## config.mk

```make
export PLATFORM = sky130hd
export DESIGN_NAME = jtcop_mcu_bridge
export DESIGN_NICKNAME = d
export VERILOG_FILES = /design/src/rtl/jtcop_mcu_bridge.sv
export SDC_FILE = /design/constraint.sdc
export NUM_CORES = 1
export LEC_CHECK = 0
export CAP_MARGIN = 20
export CORE_AREA = 4 4 128 130
export CTS_CLUSTER_DIAMETER = 60
export CTS_CLUSTER_SIZE = 24
export DETAILED_ROUTE_END_ITERATION = 16
export DIE_AREA = 0 0 132 134
export GPL_ROUTABILITY_DRIVEN = 0
export PLACE_DENSITY = 0.43
export SETUP_SLACK_MARGIN = 0.05
export SKIP_LAST_GASP = 1
export SLEW_MARGIN = 20
export SYNTH_ARGS = -nofsm -noshare
export SYNTH_HDL_FRONTEND = slang
export SYNTH_SLANG_ARGS = --single-unit
```

## constraint.sdc

```tcl
create_clock -name clk -period 4.2 [get_ports clk]
set_clock_uncertainty 0.15 [all_clocks]
set_input_delay 0.42 -clock clk [delete_from_list [all_inputs] [get_ports clk]]
set_output_delay 0.42 -clock clk [all_outputs]
set_load 0.01 [all_outputs]
```

## src/rtl/jtcop_mcu_bridge.sv

```systemverilog
// CPU <-> MCU mailbox bridge: per-channel command/response registers shared by a
// wide CPU bus and an 8-bit MCU port, with pending/overrun flags and an MCU interrupt.
module jtcop_mcu_bridge #(
  parameter int DW = 16,
  parameter int NCH = 2,
  parameter logic [NCH-1:0] IRQMASK = {NCH{1'b1}},
  localparam int NB = DW / 8,
  localparam int CW = (NCH > 1) ? $clog2(NCH) : 1
) (
  input  logic          clk,
  input  logic          rst,
  input  logic          cpu_cs,
  input  logic          cpu_rnw,
  input  logic [CW-1:0] cpu_ch,
  input  logic [NB-1:0] cpu_dsn,
  input  logic [DW-1:0] cpu_din,
  output logic [DW-1:0] cpu_dout,
  input  logic [CW-1:0] mcu_ch,
  input  logic [NB-1:0] mcu_rd,
  input  logic [NB-1:0] mcu_wr,
  input  logic [7:0]    mcu_dout,
  output logic [7:0]    mcu_din,
  input  logic          mcu_ack,
  output logic          mcu_intn,
  output logic [NCH-1:0] pending,
  output logic [NCH-1:0] ovr
);

  logic [DW-1:0] cmd [NCH];
  logic [DW-1:0] rsp [NCH];

  logic [NB-1:0] rd_q;
  logic [NB-1:0] wr_q;
  logic          cpu_wr_q;

  logic          cpu_wr;
  logic          accept;
  logic [NB-1:0] rd_rise;
  logic [NB-1:0] wr_rise;

  logic          cpu_ok;
  logic          cpu_irq;
  logic [DW-1:0] rsp_sel;
  logic [DW-1:0] cmd_sel;
  logic [7:0]    rd_byte;

  assign cpu_wr  = cpu_cs & ~cpu_rnw;
  assign accept  = cpu_wr & ~cpu_wr_q & cpu_ok;
  assign rd_rise = mcu_rd & ~rd_q;
  assign wr_rise = mcu_wr & ~wr_q;

  // Channel decode by comparison keeps out-of-range selects from indexing the arrays.
  always_comb begin
    cpu_ok  = 1'b0;
    cpu_irq = 1'b0;
    rsp_sel = '0;
    cmd_sel = '0;
    for (int c = 0; c < NCH; c++) begin
      if (cpu_ch == CW'(c)) begin
        cpu_ok  = 1'b1;
        cpu_irq = IRQMASK[c];
        rsp_sel = rsp[c];
      end
      if (mcu_ch == CW'(c)) begin
        cmd_sel = cmd[c];
      end
    end
  end

  // Descending scan so the lowest rising lane is the one that sticks.
  always_comb begin
    rd_byte = 8'h00;
    for (int k = NB - 1; k >= 0; k--) begin
      if (rd_rise[k]) begin
        rd_byte = cmd_sel[8*k +: 8];
      end
    end
  end

  // Edge-detect copies track the inputs even in reset, so held strobes never look new.
  always_ff @(posedge clk) begin
    rd_q     <= mcu_rd;
    wr_q     <= mcu_wr;
    cpu_wr_q <= cpu_wr;
  end

  always_ff @(posedge clk) begin
    if (rst) begin
      cpu_dout <= '0;
      mcu_din  <= 8'h00;
      mcu_intn <= 1'b1;
      pending  <= '0;
      ovr      <= '0;
      for (int c = 0; c < NCH; c++) begin
        cmd[c] <= '0;
        rsp[c] <= '0;
      end
    end else begin
      cpu_dout <= rsp_sel;
      if (|rd_rise) begin
        mcu_din <= rd_byte;
      end
      if (!mcu_ack) begin
        mcu_intn <= 1'b1;
      end else if (accept && cpu_irq) begin
        mcu_intn <= 1'b0;
      end
      for (int c = 0; c < NCH; c++) begin
        // A CPU write beats a simultaneous MCU read-clear on the same channel.
        if (accept && cpu_ch == CW'(c)) begin
          pending[c] <= 1'b1;
          ovr[c]     <= ovr[c] | pending[c];
        end else if (rd_rise[0] && mcu_ch == CW'(c)) begin
          pending[c] <= 1'b0;
          ovr[c]     <= 1'b0;
        end
        for (int k = 0; k < NB; k++) begin
          if (accept && cpu_ch == CW'(c) && !cpu_dsn[k]) begin
            cmd[c][8*k +: 8] <= cpu_din[8*k +: 8];
          end
          if (wr_rise[k] && mcu_ch == CW'(c)) begin
            rsp[c][8*k +: 8] <= mcu_dout;
          end
        end
      end
    end
  end

endmodule

```

==> run summary <==
Status - finished clean
Clock Pin Slew Worst Setup and Hold Paths - 0.07 ns
Fin crit period - 2.44 ns
RSZ-0062 raised after global routing - no
Largest net degree at the start of global routing - 25
Drt wl/cell - 16.3 µm
Worst path arrival time - 2.26 ns
Syn avg cell area - 14.7 µm²
CTS tree - built
Critical path capture point type - register
Yosys warns - 0
Io pins - 66
DR vias/cell - 4.11
Mapped Cells - 254
Post-Syn Nets - 291
Via count - 2126
Setup violators final - 0
Initial antenna violation count - 0
Largest family of logic cells by synthesized area - simple AND/OR/NAND/NOR gates
Cell Rows - 45
Synth Area in Adders - 0%
Tot GR Track Use - 9.68%
FF-to-FF Start - cpu_wr_q
Critical Path Start Type - primary input
XOR/XNOR Fraction of Synth Area - 0%
Period utilization - 58.2%
Post-DP HPWL - 6.08 mm
Sequential-to-total area share from yosys stat - 69.9%
Fin. Hold Viols - 0
Yosys cell types - 34
Global-route wire length before repair - 12.9 mm
Worst Tran Pin Value - 0.931 ns
FF+latch area - 0.00260 mm²
Rel. slew slack - 37.8%
MaxCap Viol Count - 0
Final Max Slew Viols - 0
Synthesized flop and latch total - 98
Mux cell area share after synthesis - 9.18%
Asr flop ratio synth - 0%
Critical Path Source - cpu_cs
Clock sinks - 98
Simple-gate share of the synthesized area - 14.9%
Die Wd - 132 µm
Clock buffer depth - 2
Routed Antenna Nets - 0
IO Port Bufs - 65
Multi-input logic area - 0.00106 mm²
Fill count - 1486
Routed wire length - 8.42 mm
GRT Residual Overflow - 0
Critical path peak fanout - 8
Hold Crit Start - mcu_intn
Hold WS - 0.322 ns
Lkg Pwr - 1.84 nW
Most used DFF post-synth - edfxtp_1
Post-synthesis compound-gate area fraction - 4.37%
Number of synthesized flops with an enable pin - 64
Max VDD drop - 0.000201 V
Pwr dens - 427 mW/mm²
Hold_buf cts - 0
CP Data Required Time - 4.01 ns
Post-CTS Resized - 0
Worst Hold Class - reg -> reg
Clock Latency Late Sink - 0.33 ns
Initial drt markers - 99
CTS buffer count - 9
Post-Syn Area - 0.00372 mm²
Critical path type - in -> reg
Core area - 0.0151 mm²
P&R area growth vs syn - 31.2%
# nets final - 361
Die ar. - 0.0177 mm²
Post-route DRC - 0
Antenna Cells - 0
Pre-antenna DRT Iters - 4
Layout cells sized above 1 - 11.9%
Total negative setup slack - 0 ns
Vias in the first global route - 2264
CTS Root Cell - clkbuf_16
Die Y-Extent - 134 µm
Max Freq - 409 MHz
CTS H-tree depth - 3
Setup bufs post-CTS - 0
Initial core utilization - 24.6%
==> metrics by stage <==
stage               util, %  instances  power (W)  cell area, µm²  setup slack, ns
CTS                    32.3        517    0.00212            4880             1.70
global placement       30.3        501    0.00129            4580             1.36
floorplan                 -        254    0.00119            3720             2.34
detailed placement     30.3        501    0.00128            4580             1.33
global route           32.3        517    0.00218            4880             1.58
finish                 32.3        517    0.00209            4880             1.76
==> cells in the mapped netlist, drive strengths merged, types with 3 or more instances <==
master	n	area, µm²
nor3	4	31.3
nor2	26	97.6
dfxtp	34	681
edfxtp	64	1920
nor2b	3	18.8
buf	8	48.8
nand2	4	15.0
mux2i	24	240
a21oi	4	23.8
a221o	7	70.1
o21bai	4	30.0
nand2b	3	18.8
mux2	9	101
and2	40	250
or3b	4	37.5
==> final timing paths <==
| path | end | slack (ns) | cells past startpoint |
|---|---|---|---|
| hold reg to reg | mcu_intn | 0.32 | 2 |
| hold / removal | mcu_intn | 0.32 | 2 |
| setup / recovery | cmd[1][2] | 1.76 | 4 |
| setup reg to reg | cmd[1][2] | 2.02 | 3 |
==> placed cells by master (no fill, tap or decap), types with 4 or more instances in the layout <==
| cell type | count |
|---|---|
| clkdlybuf4s50_1 | 65 |
| edfxtp_1 | 64 |
| and2_1 | 40 |
| dfxtp_1 | 34 |
| nor2_1 | 26 |
| mux2i_1 | 24 |
| mux2_2 | 9 |
| clkbuf_16 | 9 |
| a221o_1 | 7 |
| o21bai_1 | 4 |
| nand2_1 | 4 |
| buf_4 | 4 |
==> layout make-up <==
| class | instances | share of cell area [%] |
|---|---|---|
| clock buffers | 9 | 4.61 |
| multi-input cells | 145 | 21.7 |
| flip-flops and latches | 98 | 53.3 |
| inverters | 1 | 0.0768 |
| clock inverters | 7 | 1.59 |
| repair buffers | 69 | 13.9 |
| well taps | 188 | 4.82 |
==> flip-flops by register name, indices dropped and copies added (netlist names) <==
register	count
cmd	32
cpu_dout	16
cpu_wr_q	1
mcu_din	8
mcu_intn	1
ovr	2
pending	2
rd_q	2
rsp	32
wr_q	2
==> routing by layer <==
layer | routed length [µm] | share of wire, % | global-route usage, % | vias up
li1 | - | - | - | 1060
met1 | 3820 | 45 | 11.9 | 1004
met2 | 4140 | 49 | 16.1 | 53
met3 | 354 | 4.2 | 3.49 | 9
met4 | 108 | 1.3 | 2.68 | 0
met5 | 0 | 0 | 0 | -
==> critical path: stages <==
cell and delay, ns:
clkdlybuf4s50_1 0.47, nor3b_1 0.55, nand2_1 0.15, o21bai_1 0.66
==> power by group <==
part | internal [W] | switching [W] | total [W]
logic | 0.0000882 | 0.0000818 | 0.000170
registers | 0.00107 | 0.0000143 | 0.00109
clock network | 0.000467 | 0.000362 | 0.000829
==> kinds of logic after synthesis <==
family | count (synthesis)
DFF | 98
muxes | 33
and+or+nand+nor | 92
AOI/OAI and AO/OA | 20
buffers and inverters | 11
Power figures use the tool's default switching activity.
